`src/rtl/seq_match_logger.sv`:
```
// seq_match_logger: timestamps detector matches into a small FIFO, drained over
// valid/ready, with saturating match count and sticky overflow status.
module seq_match_logger #(
    parameter int TS_W  = 16,
    parameter int CNT_W = 8,
    parameter int DEPTH = 4,
    parameter int AW    = 2
) (
    input  logic             CLK,
    input  logic             RST,
    input  logic             Y,
    input  logic             EN,
    input  logic             CLR,
    input  logic             OUT_READY,
    output logic             OUT_VALID,
    output logic [TS_W-1:0]  OUT_DATA,
    output logic [CNT_W-1:0] MATCH_CNT,
    output logic [AW:0]      FIFO_LEVEL,
    output logic             OVERFLOW
);
    logic [TS_W-1:0] ts;
    logic [TS_W-1:0] mem [DEPTH];
    logic [AW-1:0]   wr_ptr, rd_ptr;
    logic [AW:0]     level;
    logic            ev, pop, full, drop, push;

    assign ev         = Y & EN;
    assign pop        = OUT_VALID & OUT_READY;
    assign full       = level == (AW+1)'(DEPTH);
    assign drop       = ev & full & ~pop;
    assign push       = ev & ~drop;
    assign OUT_VALID  = level != '0;
    assign FIFO_LEVEL = level;

    always_ff @(posedge CLK)
        if (push) mem[wr_ptr] <= ts;

    // OUT_DATA mirrors the head slot; on pop it reloads from the next slot, or
    // from the incoming timestamp when that entry becomes the only one.
    always_ff @(posedge CLK) begin
        if (RST) begin
            ts        <= '0;
            wr_ptr    <= '0;
            rd_ptr    <= '0;
            level     <= '0;
            OUT_DATA  <= '0;
            MATCH_CNT <= '0;
            OVERFLOW  <= 1'b0;
        end else begin
            ts <= ts + TS_W'(1);
            if (push) wr_ptr <= wr_ptr + AW'(1);
            if (pop) rd_ptr <= rd_ptr + AW'(1);
            level <= (push && !pop) ? level + (AW+1)'(1) :
                     (pop && !push) ? level - (AW+1)'(1) : level;
            if (push && (level == '0 || (pop && level == (AW+1)'(1))))
                OUT_DATA <= ts;
            else if (pop && level > (AW+1)'(1))
                OUT_DATA <= mem[rd_ptr + AW'(1)];
            MATCH_CNT <= CLR ? CNT_W'(ev) :
                         (ev && MATCH_CNT != '1) ? MATCH_CNT + CNT_W'(1) : MATCH_CNT;
            OVERFLOW  <= drop | (OVERFLOW & ~CLR);
        end
    end
endmodule

```
`config.mk`:
```
export PLATFORM = sky130hd
export DESIGN_NAME = seq_match_logger
export DESIGN_NICKNAME = d
export VERILOG_FILES = /design/src/rtl/seq_match_logger.sv
export SDC_FILE = /design/constraint.sdc
export NUM_CORES = 1
export LEC_CHECK = 0
export ABC_CLOCK_PERIOD_IN_PS = 1900
export BUFFER_PORTS_ARGS = -buffer_cell sky130_fd_sc_hd__clkbuf_2
export CAP_MARGIN = 20
export CORE_AREA = 5 5 119 121
export CTS_CLUSTER_SIZE = 28
export DETAILED_ROUTE_END_ITERATION = 12
export DIE_AREA = 0 0 124 126
export RECOVER_POWER = 100
export SKIP_CTS_REPAIR_TIMING = 1
export SYNTH_ARGS = -nofsm -noshare
export SYNTH_HDL_FRONTEND = slang
export SYNTH_SLANG_ARGS = --single-unit
```
`constraint.sdc`:
```
create_clock -name CLK -period 1.9 [get_ports CLK]
set_input_delay 0.19 -clock CLK [delete_from_list [all_inputs] [get_ports CLK]]
set_output_delay 0.19 -clock CLK [all_outputs]
set_load 0.03 [all_outputs]
```
Word level (Yosys, flattened, before mapping)
Memories as Yosys holds them, arrays and structs flattened.
Index checks and enable logic that the tools add are counted.
{"block": "word_totals", "mem_bits_rw": 64, "elab_cells": 52, "out_inout_bits": 29, "n_memories": 1, "register_bits": 48}
{"name": "mem", "words": 4, "word_bits": 16, "read_ports": 1, "rd_clocked_by_memory_dff": 0, "wr": 1, "line_no": "22", "text": "logic [TS_W-1:0] mem [DEPTH];"}
{"block": "op_classes", "order_cmp": 1, "muxes": 8, "n_bitwise": 10, "n_reduce_logical": 15, "n_eq_ne": 3, "n_addsub": 6}
{"operator": "$mux 16", "n": 2}
{"operator": "$add 16x1->16 const B", "n": 1}
{"operator": "$add 8x1->8 const B", "n": 1}
{"operator": "$ne 8x8->1 const B", "n": 1}
{"operator": "$and 1x1->1", "n": 6}
{"operator": "$logic_and 1x1->1", "n": 6}
{"operator": "$mux 3", "n": 2}
{"operator": "$reduce_bool 2->1", "n": 3}
{"operator": "$add 2x1->2 const B", "n": 2}
{"operator": "$mux 1", "n": 4}
{"operator": "$add 3x1->3 const B", "n": 1}
{"operator": "$eq 3x1->1 const B", "n": 1}
{"operator": "$eq 3x3->1 const B", "n": 1}
{"operator": "$gt 3x1->1 const B", "n": 1}
{"operator": "$logic_not 3->1", "n": 1}
{"operator": "$not 1->1", "n": 3}
{"operator": "$reduce_bool 3->1", "n": 1}
{"operator": "$sub 3x1->3 const B", "n": 1}
{"operator": "$logic_not 1->1", "n": 2}
{"operator": "$reduce_or 2->1", "n": 1}
{"operator": "$logic_or 1x1->1", "n": 1}
{"operator": "$or 1x1->1", "n": 1}

Longest topological paths before layout
Gate-level depths: netlist (run 1).
{"block": "logic_depth", "ltp_word": 10, "ltp_mapped": 9, "ltp_nobuf": 9}

Worst setup path before layout (run 1)
No wires, ideal clock.
{"block": "synth_timing", "kind": "reg2reg", "start": "reg level[0] (netlist: FIFO_LEVEL[0])", "end": "reg level[2] (netlist: FIFO_LEVEL[2])", "t_arrival_ns": 2.229, "setup_time_ns": 0.070, "t_required_ns": 1.830, "stages_incl_launch_ff": 8, "slack_ns": -0.399, "synth_period_minus_slack_ns": 2.299, "path_buffers": 0, "path_cell_list": "dfxtp_1 > inv_1 > ha_1 > nand2b_1 > nand2_1 > ha_1 > or3_1 > a21oi_1"}
{"block": "synth_via", "elab_chain_cells": 9}
{"item": "start: declaration", "line_no": "24", "text": "logic [AW:0] level;"}
{"item": "start signal: assignment", "line_no": "53", "text": "level <= (push && !pop) ? level + (AW+1)'(1) :"}
{"item": "$reduce_bool 3->1 (*)", "line_no": "32", "text": "assign OUT_VALID = level != '0;"}
{"item": "via OUT_VALID", "line_no": "15", "text": "output logic OUT_VALID,"}
{"item": "$and 1x1->1 (*)", "line_no": "28", "text": "assign pop = OUT_VALID & OUT_READY;"}
{"item": "$not 1->1", "line_no": "30", "text": "assign drop = ev & full & ~pop;"}
{"item": "$and 1x1->1", "line_no": "30"}
{"item": "$not 1->1", "line_no": "31", "text": "assign push = ev & ~drop;"}
{"item": "$and 1x1->1", "line_no": "31"}
{"item": "$logic_not 1->1", "line_no": "54", "text": "(pop && !push) ? level - (AW+1)'(1) : level;"}
{"item": "$logic_and 1x1->1", "line_no": "54"}
{"item": "$reduce_bool 2->1 (no line)"}
Mark *: on every way through the listed nets, which the timed path passes. The rest lies on a longest branch. The select of a mux whose other input is x is not followed.
A chain may end at the register's enable or synchronous reset.

Final worst setup path (run 1)
{"block": "layout_timing", "start": "reg level[1] (netlist: FIFO_LEVEL[1])", "end": "mem mem[3][15], enable pin"}
{"block": "layout_via", "elab_chain_cells": 8}
{"item": "$reduce_bool 3->1", "line_no": "32"}
{"item": "$and 1x1->1", "line_no": "28"}
{"item": "$not 1->1", "line_no": "30"}
{"item": "$and 1x1->1 (*)", "line_no": "30"}
{"item": "$not 1->1 (*)", "line_no": "31"}
{"item": "$and 1x1->1 (*)", "line_no": "31"}
{"item": "via push", "line_no": "25", "text": "logic ev, pop, full, drop, push;"}
{"item": "$mux 1 (*)", "line_no": "36", "text": "if (push) mem[wr_ptr] <= ts;"}
{"item": "$mux 1 (implied by the code) (*)", "line_no": "36"}
{"item": "end: declaration", "line_no": "22"}
Mark *: on every way through the listed nets, which the timed path passes. The rest lies on a longest branch.

==> results of run 1 <==
==> worst max-delay path by stage <==
stage	startpoint	endpoint	slack, ns
after CTS	FIFO_LEVEL[1]	OUT_DATA[8]	-0.09
after global routing	MATCH_CNT[0]	MATCH_CNT[5]	0.02
after global placement	FIFO_LEVEL[0]	OUT_DATA[6]	-0.02
final	FIFO_LEVEL[1]	mem[3][15]	0.12
after floorplan	FIFO_LEVEL[1]	FIFO_LEVEL[2]	0.006
after detailed placement	FIFO_LEVEL[1]	OUT_DATA[8]	-0.08
==> sequential cells by signal, summed over array words and instances, names as in the netlist <==
signal / cells
FIFO_LEVEL: 3
MATCH_CNT: 8
OUT_DATA: 16
ts: 16
wr_ptr: 2
OVERFLOW: 1
mem: 64
rd_ptr: 2
==> layer usage <==
metal  vias up  GRT usage [%]
li1       1360              -
met1      1411           15.5
met2        32           20.8
met3        11           2.47
met4         0           4.06
met5         -              0
==> final cells by class <==
cell class	count	share of cell area, %
clock buffers	9	4.20
well taps	176	4.10
repair buffers	56	5.92
inverters	20	1.40
multi-input cells	185	29.3
flip-flops and latches	112	53.8
clock inverters	7	1.24
==> power breakdown <==
| group | internal [mW] | leakage [nW] | switching (mW) |
|---|---|---|---|
| clock network | 0.917 | 0.136 | 0.896 |
| logic | 0.705 | 0.624 | 1.08 |
| registers | 2.77 | 0.990 | 0.167 |
| total | 4.40 | 1.75 | 2.14 |
==> Yosys cell counts (all sizes together), types with 8 or more instances <==
master / count
inv: 20
dfxtp: 48
ha: 11
xnor2: 16
nand2: 9
mux4: 16
clkbuf: 8
o221a: 11
nor2: 26
nand3: 8
edfxtp: 64
a21oi: 23
buf: 8
==> worst max-delay path: stages, from the launching register on <==
cell and delay (ns):
sky130_fd_sc_hd__dfxtp_2 0.37, sky130_fd_sc_hd__inv_1 0.09, sky130_fd_sc_hd__ha_2 0.25, sky130_fd_sc_hd__a31oi_4 0.19, sky130_fd_sc_hd__buf_4 0.16, sky130_fd_sc_hd__and2_2 0.13, sky130_fd_sc_hd__buf_4 0.26
==> kinds of logic (layout without fill, tap and decap cells) <==
kind of cell / after synthesis / in the layout / share of synthesized area [%]
xor gates and xnor gates: 20 / 20 / 3.81
buffers and inverters: 36 / 92 / 3.49
adders and majority gates: 11 / 11 / 3.00
and+or+nand+nor: 74 / 74 / 8.36
AOI/OAI and AO/OA: 61 / 61 / 10.1
muxes: 19 / 19 / 8.50
DFF: 112 / 112 / 62.7
==> stage by stage <==
step / setup TNS (ns) / utilization, % / hold slack [ns] / cell area (um2) / power [mW]
global placement: -0.233 / 39.9 / 0.463 / 5180 / 4.83
floorplan: 0 / - / 0.314 / 4630 / 4.26
global route: 0 / 41.3 / 0.134 / 5370 / 6.85
finish: 0 / 41.3 / 0.109 / 5370 / 6.54
CTS: -0.886 / 42.2 / 0.100 / 5470 / 6.67
detailed placement: -0.713 / 39.9 / 0.465 / 5180 / 4.85
==> PnR_summary.wiki, run 1 <==
{| class="wikitable"
! Metric !! Value
|-
| Outcome || finished clean
|-
| Global-route usage over all layers || 12.2%
|-
| Part of the cycle the worst path needs || 93.9%
|-
| Met1 Routed Length || 3.88 mm
|-
| Hold Path Depth || 2
|-
| Routed wirelength normalized by instance count || 16.0 um
|-
| Number of design rule violations left after detail routing || 0
|-
| Category of the critical setup timing path || flop to flop
|-
| Class of the tightest hold or removal check || input port to flop
|-
| Maximum achievable frequency || 561 MHz
|-
| Hold Path Sink || MATCH_CNT[0]
|-
| Number of enable-type register cells in the synthesized netlist || 64
|-
| Avg Cell Area, Syn || 13.8 um2
|-
| Number of buffers added by the clock tree synthesis step || 9
|-
| Insertion delay to the later sink of the worst-skew pair || 0.35 ns
|-
| Vertical extent of the die || 126 um
|-
| Total number of vias || 2814
|-
| Number of antenna repair diodes || 0
|-
| Worst EP required || 1.93 ns
|-
| Via density || 4.98
|-
| MaxCap Viol Count || 0
|-
| Total overflow reported by the global router || 0
|-
| Total count of hold-check failures in the final report || 0
|-
| Period minus WS final || 1.78 ns
|-
| Vias in the first global route || 2865
|-
| Routed met2 length || 4.76 mm
|-
| Number of inserted filler cells in the final layout || 1232
|-
| Placed Cells incl. Taps || 549
|-
| Area share of the leading cell type in the synthesized netlist || 41.8%
|-
| Most used cells in the layout excluding fill and tap cells || 64 x sky130_fd_sc_hd__edfxtp_1, 45 x sky130_fd_sc_hd__dfxtp_1, 35 x sky130_fd_sc_hd__clkbuf_1, 26 x sky130_fd_sc_hd__nor2_1, 23 x sky130_fd_sc_hd__a21oi_1
|-
| Worst Setup Slack post-DPL || -0.0766 ns
|-
| Most frequent standard cell in the layout excluding fill and tap cells || sky130_fd_sc_hd__edfxtp_1
|-
| DR top layer || met4
|-
| Hold wc startpoint || CLR
|-
| Area taken by flip-flops and latches || 0.00289 mm2
|-
| Total area of multi-input combinational cells || 0.00157 mm2
|-
| Wire length of the first global-routing pass || 14.8 mm
|-
| Final Instance Count excl. Fillers || 565
|-
| Standard-cell row count || 42
|-
| Final RePlAce weighted congestion || 0.755
|-
| Peak supply drop || 0.000543 V
|-
| Synth-to-Final Area Change || 16.8%
|-
| Maximum buffer depth of the clock tree || 2
|-
| Post-Syn Nets || 350
|-
| Number of warnings printed during yosys synthesis || 0
|-
| Library cell used as clock root buffer || sky130_fd_sc_hd__clkbuf_16
|-
| Ranking of synthesized cells by area || sky130_fd_sc_hd__edfxtp_1 42%, sky130_fd_sc_hd__dfxtp_1 21%, sky130_fd_sc_hd__mux4_2 7.8%
|-
| Critical R2R Capture || mem[3][15]
|-
| Unrepaired setup endpoints after global routing || false
|-
| Share of flip-flops with an asynchronous set or reset after synthesis || 0%
|-
| Maximum number of pins on one net before global-route repair || 44
|-
| Highest net fanout along the worst path || 16
|-
| Cell count of the worst reg-to-reg path || 6
|-
| Cell area power density || 1220 mW/mm2
|-
| Number of nets in the finished design || 401
|-
| Number of antenna violations at the first check in global routing || 0
|-
| Chip width || 124 um
|-
| Post-synthesis instance area || 0.00459 mm2
|-
| # port buffers || 34
|-
| CP endpoint kind || flop
|-
| Worst reg2reg path startpoint || FIFO_LEVEL[1]
|-
| Slew at the pin closest to its max-slew limit || 0.489 ns
|-
| Post-route setup slack || 0.117 ns
|-
| Register bit total from synthesis || 112
|-
| Proportion of synthesized chip area in sequential cells || 62.7%
|-
| Number of top-level pins || 35
|-
| Category of the worst setup path launch point || flop
|-
| Length of the first detailed-routing pass in iterations || 4
|-
| Worst reg-to-reg setup slack || 0.12 ns
|-
| Fraction of final layout cells with drive strength greater than 1 || 20.8%
|-
| TritonCTS sink count || 112
|-
| Arrival time reported for the critical path endpoint || 1.81 ns
|-
| Syn Inst Count || 333
|-
| Met3 Routed Length || 298 um
|-
| Most instantiated flip-flop cell in the synthesis netlist || sky130_fd_sc_hd__edfxtp_1
|-
| Cell leakage power || 1.75 nW
|-
| H-tree level count || 3
|-
| Wire length after detailed routing || 9.06 mm
|-
| Core Region || 0.0130 mm2
|-
| Count of unique library cells instantiated by Yosys || 46
|-
| Starting density of the core || 35.4%
|-
| Area of the die || 0.0156 mm2
|-
| Max transition margin || 67.1%
|-
| Clock skew after layout || 0.00414 ns
|-
| CTS tree || built
|-
| Count of routing violations after the opening detailed-route iteration || 157
|-
| Cell accounting for the most synthesized area || sky130_fd_sc_hd__edfxtp_1
|-
| Half-perimeter wire length of the detailed placement result || 5.65 mm
|-
| Remaining antenna violation count after routing || 0
|-
| Clk slew on worst S/H paths || 0.07 ns
|-
| Count of endpoints failing setup in the final report || 0
|-
| Final count of pins violating max slew || 0
|}
Note: power is estimated with default switching activity, not from simulation.
==> run 2: changes to the inputs <==
--- a/config.mk
+++ b/config.mk
@@ -8,10 +8,10 @@
 export ABC_CLOCK_PERIOD_IN_PS = 1900
 export BUFFER_PORTS_ARGS = -buffer_cell sky130_fd_sc_hd__clkbuf_2
 export CAP_MARGIN = 20
-export CORE_AREA = 5 5 119 121
+export CORE_AREA = 5 5 121 123
 export CTS_CLUSTER_SIZE = 28
 export DETAILED_ROUTE_END_ITERATION = 12
-export DIE_AREA = 0 0 124 126
+export DIE_AREA = 0 0 126 128
 export RECOVER_POWER = 100
 export SKIP_CTS_REPAIR_TIMING = 1
 export SYNTH_ARGS = -nofsm -noshare
==> PnR_summary.wiki, run 2 (synthesis gave the netlist of run 1 again) <==
{| class="wikitable"
! Metric !! Value
|-
| Maximum buffer depth of the clock tree || 2 (unchanged)
|-
| Via density || 4.90 (was 4.98)
|-
| Highest net fanout along the worst path || 16 (unchanged)
|-
| Global-route usage over all layers || 11.9% (was 12.2%)
|-
| Total number of vias || 2789 (was 2814)
|-
| Chip width || 126 um (was 124 um)
|-
| Clk slew on worst S/H paths || 0.07 ns (about the same)
|-
| Length of the first detailed-routing pass in iterations || 4 (unchanged)
|-
| Vertical extent of the die || 128 um (was 126 um)
|-
| # port buffers || 34 (unchanged)
|-
| TritonCTS sink count || 112 (unchanged)
|-
| Routed wirelength normalized by instance count || 16.1 um (was 16.0 um)
|-
| Number of nets in the finished design || 401 (unchanged)
|-
| Number of antenna repair diodes || 0 (unchanged)
|-
| CP endpoint kind || flop (unchanged)
|-
| Worst EP required || 1.92 ns (was 1.93 ns)
|-
| Area of all placed cells without fillers || 0.00535 mm2 (was 0.00537 mm2)
|-
| Cell area after placement || 0.00517 mm2 (was 0.00518 mm2)
|-
| Period minus WS final || 1.80 ns (was 1.78 ns)
|-
| Final count of pins violating max slew || 0 (unchanged)
|-
| Clock skew after layout || 0.00834 ns (was 0.00414 ns)
|-
| Core Region || 0.0136 mm2 (was 0.0130 mm2)
|-
| Wire length after detailed routing || 9.16 mm (was 9.06 mm)
|-
| Standard-cell row count || 43 (was 42)
|-
| Arrival time reported for the critical path endpoint || 1.82 ns (was 1.81 ns)
|-
| Final RePlAce weighted congestion || 0.745 (was 0.755)
|-
| Placed Cells incl. Taps || 553 (was 549)
|-
| Number of top-level pins || 35 (unchanged)
|-
| Count of routing violations after the opening detailed-route iteration || 155 (was 157)
|-
| Outcome || finished clean (unchanged)
|-
| Share of the core filled with cells || 39.5% (was 41.3%)
|-
| Count of endpoints failing setup in the final report || 0 (unchanged)
|-
| Largest regs || mem x64, OUT_DATA x16, ts x16 (unchanged)
|-
| Slew at the pin closest to its max-slew limit || 0.524 ns (was 0.489 ns)
|-
| Area of the die || 0.0161 mm2 (was 0.0156 mm2)
|-
| Vias in the first global route || 2910 (was 2865)
|-
| Category of the worst setup path launch point || flop (unchanged)
|-
| Remaining antenna violation count after routing || 0 (unchanged)
|-
| Total overflow reported by the global router || 0 (unchanged)
|-
| H-tree level count || 3 (unchanged)
|-
| Number of antenna violations at the first check in global routing || 0 (unchanged)
|-
| Post-Route Hold Slack || 0.115 ns (was 0.109 ns)
|-
| Worst reg-to-reg setup slack || 0.10 ns (was 0.12 ns)
|-
| Most frequent standard cell in the layout excluding fill and tap cells || sky130_fd_sc_hd__edfxtp_1 (unchanged)
|-
| Unrepaired setup endpoints after global routing || false (unchanged)
|-
| Max transition margin || 65.0% (was 67.1%)
|-
| Maximum achievable frequency || 556 MHz (was 561 MHz)
|-
| MaxCap Viol Count || 0 (unchanged)
|-
| Library cell used as clock root buffer || sky130_fd_sc_hd__clkbuf_16 (unchanged)
|-
| Class of the tightest hold or removal check || input port to flop (unchanged)
|-
| Fraction of final layout cells with drive strength greater than 1 || 20.8% (unchanged)
|-
| Max FFs per register || 64 (unchanged)
|-
| Category of the critical setup timing path || flop to flop (unchanged)
|-
| Insertion delay to the later sink of the worst-skew pair || 0.34 ns (was 0.35 ns)
|-
| Register containing the most flip-flops in the final layout || mem (unchanged)
|-
| Cell leakage power || 1.75 nW (about the same)
|-
| Synth-to-Final Area Change || 16.4% (was 16.8%)
|-
| Wire length of the first global-routing pass || 15.1 mm (was 14.8 mm)
|-
| Maximum number of pins on one net before global-route repair || 44 (unchanged)
|-
| Total count of hold-check failures in the final report || 0 (unchanged)
|-
| Peak supply drop || 0.000480 V (was 0.000543 V)
|-
| Most used cells in the layout excluding fill and tap cells || 64 x sky130_fd_sc_hd__edfxtp_1, 45 x sky130_fd_sc_hd__dfxtp_1, 34 x sky130_fd_sc_hd__clkbuf_1, 26 x sky130_fd_sc_hd__nor2_1, 23 x sky130_fd_sc_hd__a21oi_1 (was 64 x sky130_fd_sc_hd__edfxtp_1, 45 x sky130_fd_sc_hd__dfxtp_1, 35 x sky130_fd_sc_hd__clkbuf_1, 26 x sky130_fd_sc_hd__nor2_1, 23 x sky130_fd_sc_hd__a21oi_1)
|-
| Cell area power density || 1210 mW/mm2 (was 1220 mW/mm2)
|-
| Final Instance Count excl. Fillers || 569 (was 565)
|-
| Number of design rule violations left after detail routing || 0 (unchanged)
|-
| Part of the cycle the worst path needs || 94.7% (was 93.9%)
|-
| Starting density of the core || 33.9% (was 35.4%)
|-
| Number of inserted filler cells in the final layout || 1315 (was 1232)
|-
| Summed negative setup slack over all endpoints || 0 ns (unchanged)
|-
| Number of buffers added by the clock tree synthesis step || 9 (unchanged)
|-
| CTS tree || built (unchanged)
|-
| Half-perimeter wire length of the detailed placement result || 5.95 mm (was 5.65 mm)
|}
## run 2: cell type report
cell class | count | area [um2] | share of cell area [%]
multi-input cells | 185 | 1580 | 29.5
well taps | 180 | 225 | 4.21
repair buffers | 56 | 305 | 5.71
inverters | 20 | 75.1 | 1.40
flip-flops and latches | 112 | 2890 | 54.0
clock buffers | 9 | 225 | 4.21
clock inverters | 7 | 52.6 | 0.982
## run 2: worst paths after layout
| kind | start | endpoint | cells after the start |
|---|---|---|---|
| min reg2reg | OVERFLOW | OVERFLOW | 2 |
| max reg2reg | FIFO_LEVEL[1] | mem[2][13] | 6 |
| max | FIFO_LEVEL[1] | mem[2][13] | 6 |
| min | CLR | MATCH_CNT[0] | 2 |
## run 2: metal layers
metal,share of wire (%),global-route usage [%]
met1,43,14.7
met2,52,21.0
met3,3.4,2.04
met4,1.4,4.73
met5,0,0
## run 2: through the flow
step / power (mW) / worst slack [ns]
6_report: 6.47 / 0.101
5_1_grt: 6.81 / 0.0210
4_1_cts: 6.60 / -0.0795
3_5_place_dp: 4.84 / -0.0701
3_3_place_gp: 4.81 / 0.0249
2_1_floorplan: 4.26 / 0.00607
## run 2: critical path, stage by stage, from the launching register on
cell and delay, ns:
sky130_fd_sc_hd__dfxtp_2 0.37, sky130_fd_sc_hd__inv_1 0.09, sky130_fd_sc_hd__ha_2 0.24, sky130_fd_sc_hd__a31oi_4 0.20, sky130_fd_sc_hd__buf_4 0.17, sky130_fd_sc_hd__and2_2 0.14, sky130_fd_sc_hd__buf_4 0.26
## run 2: where the power goes
part / leakage [nW] / switching [mW] / internal [mW]
clock network: 0.138 / 0.863 / 0.902
logic: 0.625 / 1.04 / 0.691
registers: 0.990 / 0.198 / 2.77
total: 1.75 / 2.10 / 4.37
==> run 3: changes to the inputs <==
==> constraint.sdc (replaced) <==
create_clock -name CLK -period 1.9 [get_ports CLK]
set_input_delay 0.19 -clock CLK [delete_from_list [all_inputs] [get_ports CLK]]
set_output_delay 0.19 -clock CLK [all_outputs]
set_load 0.02 [all_outputs]
==> PnR_summary.wiki, run 3 (synthesis gave the netlist of run 1 again) <==
{| class="wikitable"
! Metric !! Value
|-
| Maximum number of pins on one net before global-route repair || 44 (unchanged)
|-
| Number of design rule violations left after detail routing || 0 (unchanged)
|-
| Most used cells in the layout excluding fill and tap cells || 64 x sky130_fd_sc_hd__edfxtp_1, 46 x sky130_fd_sc_hd__dfxtp_1, 37 x sky130_fd_sc_hd__clkbuf_1, 26 x sky130_fd_sc_hd__nor2_1, 23 x sky130_fd_sc_hd__a21oi_1 (was 64 x sky130_fd_sc_hd__edfxtp_1, 45 x sky130_fd_sc_hd__dfxtp_1, 34 x sky130_fd_sc_hd__clkbuf_1, 26 x sky130_fd_sc_hd__nor2_1, 23 x sky130_fd_sc_hd__a21oi_1)
|-
| Register containing the most flip-flops in the final layout || mem (unchanged)
|-
| Largest regs || mem x64, OUT_DATA x16, ts x16 (unchanged)
|-
| Worst EP required || 2.18 ns (was 1.92 ns)
|-
| Length of the first detailed-routing pass in iterations || 4 (unchanged)
|-
| Cell-internal power || 4.45 mW (was 4.37 mW)
|-
| Synth-to-Final Area Change || 16.8% (was 16.4%)
|-
| Clock network power share || 28.9% (was 27.3%)
|-
| Area of all placed cells without fillers || 0.00537 mm2 (was 0.00535 mm2)
|-
| Proportion of total power due to net switching || 30.5% (was 32.4%)
|-
| Number of antenna violations at the first check in global routing || 0 (unchanged)
|-
| Worst reg-to-reg setup slack || 0.11 ns (was 0.10 ns)
|-
| Number of nets in the finished design || 403 (was 401)
|-
| Sw Pwr || 1.95 mW (was 2.10 mW)
|-
| Slew at the pin closest to its max-slew limit || 0.503 ns (was 0.524 ns)
|-
| Highest net fanout along the worst path || 11 (was 16)
|-
| Via density || 4.88 (was 4.90)
|-
| Max transition margin || 66.4% (was 65.0%)
|-
| Class of the tightest hold or removal check || input port to flop (unchanged)
|-
| Number of top-level pins || 35 (unchanged)
|-
| Number of buffers added by the clock tree synthesis step || 9 (unchanged)
|-
| CP endpoint kind || flop (unchanged)
|-
| Wire length after detailed routing || 9.14 mm (was 9.16 mm)
|-
| Peak supply drop || 0.000484 V (was 0.000480 V)
|-
| Core Region || 0.0136 mm2 (unchanged)
|-
| Period minus WS final || 1.79 ns (was 1.80 ns)
|-
| MaxCap Viol Count || 0 (unchanged)
|-
| Starting density of the core || 33.9% (unchanged)
|-
| Outcome || finished clean (unchanged)
|-
| Half-perimeter wire length of the detailed placement result || 5.89 mm (was 5.95 mm)
|-
| Cell area after placement || 0.00516 mm2 (was 0.00517 mm2)
|-
| Fraction of final layout cells with drive strength greater than 1 || 20.2% (was 20.8%)
|-
| Clock skew after layout || 0.00720 ns (was 0.00834 ns)
|-
| Global-route usage over all layers || 11.6% (was 11.9%)
|-
| Remaining antenna violation count after routing || 0 (unchanged)
|-
| Unrepaired setup endpoints after global routing || false (unchanged)
|-
| Library cell used as clock root buffer || sky130_fd_sc_hd__clkbuf_16 (unchanged)
|-
| Maximum achievable frequency || 559 MHz (was 556 MHz)
|-
| TritonCTS sink count || 112 (unchanged)
|-
| H-tree level count || 3 (unchanged)
|-
| Final count of pins violating max slew || 0 (unchanged)
|-
| Number of inserted filler cells in the final layout || 1308 (was 1315)
|-
| Maximum buffer depth of the clock tree || 2 (unchanged)
|-
| Cell area power density || 1190 mW/mm2 (was 1210 mW/mm2)
|-
| Count of routing violations after the opening detailed-route iteration || 181 (was 155)
|-
| Category of the worst setup path launch point || flop (unchanged)
|-
| Category of the critical setup timing path || flop to flop (unchanged)
|-
| # port buffers || 34 (unchanged)
|-
| Clk slew on worst S/H paths || 0.07 ns (about the same)
|-
| Max FFs per register || 64 (unchanged)
|-
| Part of the cycle the worst path needs || 94.1% (was 94.7%)
|-
| Number of antenna repair diodes || 0 (unchanged)
|-
| Arrival time reported for the critical path endpoint || 2.07 ns (was 1.82 ns)
|-
| Total number of vias || 2785 (was 2789)
|-
| Cell leakage power || 1.75 nW (about the same)
|-
| Insertion delay to the later sink of the worst-skew pair || 0.34 ns (about the same)
|-
| Count of endpoints failing setup in the final report || 0 (unchanged)
|-
| Area of the die || 0.0161 mm2 (unchanged)
|-
| Wire length of the first global-routing pass || 14.7 mm (was 15.1 mm)
|-
| Total count of hold-check failures in the final report || 0 (unchanged)
|-
| Final RePlAce weighted congestion || 0.735 (was 0.745)
|-
| Summed negative setup slack over all endpoints || 0 ns (unchanged)
|-
| Routed wirelength normalized by instance count || 16.0 um (was 16.1 um)
|-
| Total overflow reported by the global router || 0 (unchanged)
|-
| Chip width || 126 um (unchanged)
|-
| CTS tree || built (unchanged)
|-
| Most frequent standard cell in the layout excluding fill and tap cells || sky130_fd_sc_hd__edfxtp_1 (unchanged)
|-
| Standard-cell row count || 43 (unchanged)
|-
| Part of the power in combinational logic || 24.9% (was 26.7%)
|-
| Vertical extent of the die || 128 um (unchanged)
|-
| Sequential fraction of design power || 46.3% (was 46.0%)
|-
| Vias in the first global route || 2761 (was 2910)
|}
==> run 3: cell count changes in the layout (fill, tap and decap cells not counted), sizes merged <==
cell | before | now
clkbuf | 48 | 53
clkinvlp | 0 | 2
buf | 17 | 18
clkinv | 4 | 0
inv | 23 | 21
==> run 3: worst paths after layout <==
kind                                    start           end  depth (start not counted)
worst max-delay path            FIFO_LEVEL[0]   OUT_DATA[5]                          5
worst min-delay path                      CLR  MATCH_CNT[0]                          2
worst min register to register       OVERFLOW      OVERFLOW                          2
worst max register to register  FIFO_LEVEL[0]   OUT_DATA[5]                          5
==> run 3: per-layer routing <==
layer	GRT usage, %	vias up	wire (um)
li1	-	1363	-
met1	14.6	1373	4000
met2	19.8	40	4680
met3	2.38	9	311
met4	4.10	0	136
met5	0	-	0
==> run 3: worst max-delay path: stages (launching register included) <==
cell and delay [ns]:
sky130_fd_sc_hd__dfxtp_2 0.39, sky130_fd_sc_hd__inv_1 0.08, sky130_fd_sc_hd__ha_2 0.24, sky130_fd_sc_hd__o31a_1 0.35
sky130_fd_sc_hd__o21ai_4 0.40, sky130_fd_sc_hd__o221a_2 0.26
==> run 3: area by class of cell <==
cell class                      count  area, um2  area share (%)
Clock inverter                      3       23.8           0.443
Tap cell                          180        225            4.20
Inverter                           20       75.1            1.40
Multi-Input combinational cell    185       1560            29.1
Clock buffer                       13        272            5.06
Sequential cell                   112       2890            53.8
Timing Repair Buffer               58        324            6.04
==> run 3: power by group through the flow <==
| stage | Clock, mW | Combinational, mW | Sequential [mW] |
|---|---|---|---|
| 2_1_floorplan | 0 | 1.03 | 3.10 |
| 3_3_place_gp | 0 | 1.64 | 3.01 |
| 5_1_grt | 1.99 | 1.74 | 2.99 |
| 3_5_place_dp | 0 | 1.66 | 3.02 |
| 4_1_cts | 1.89 | 1.67 | 2.97 |
| 6_report | 1.85 | 1.59 | 2.96 |
==> run 3: per-stage QoR <==
stage | total power, mW | std cells | setup WS (ns) | util, % | hold slack [ns]
floorplan | 4.13 | 333 | 0.0701 | - | 0.314
global placement | 4.66 | 555 | -0.0271 | 38.1 | 0.464
detailed placement | 4.68 | 555 | -0.0729 | 38.1 | 0.470
CTS | 6.53 | 571 | -0.0491 | 40.2 | 0.112
global route | 6.72 | 571 | 0.0230 | 39.6 | 0.156
finish | 6.40 | 571 | 0.113 | 39.6 | 0.126
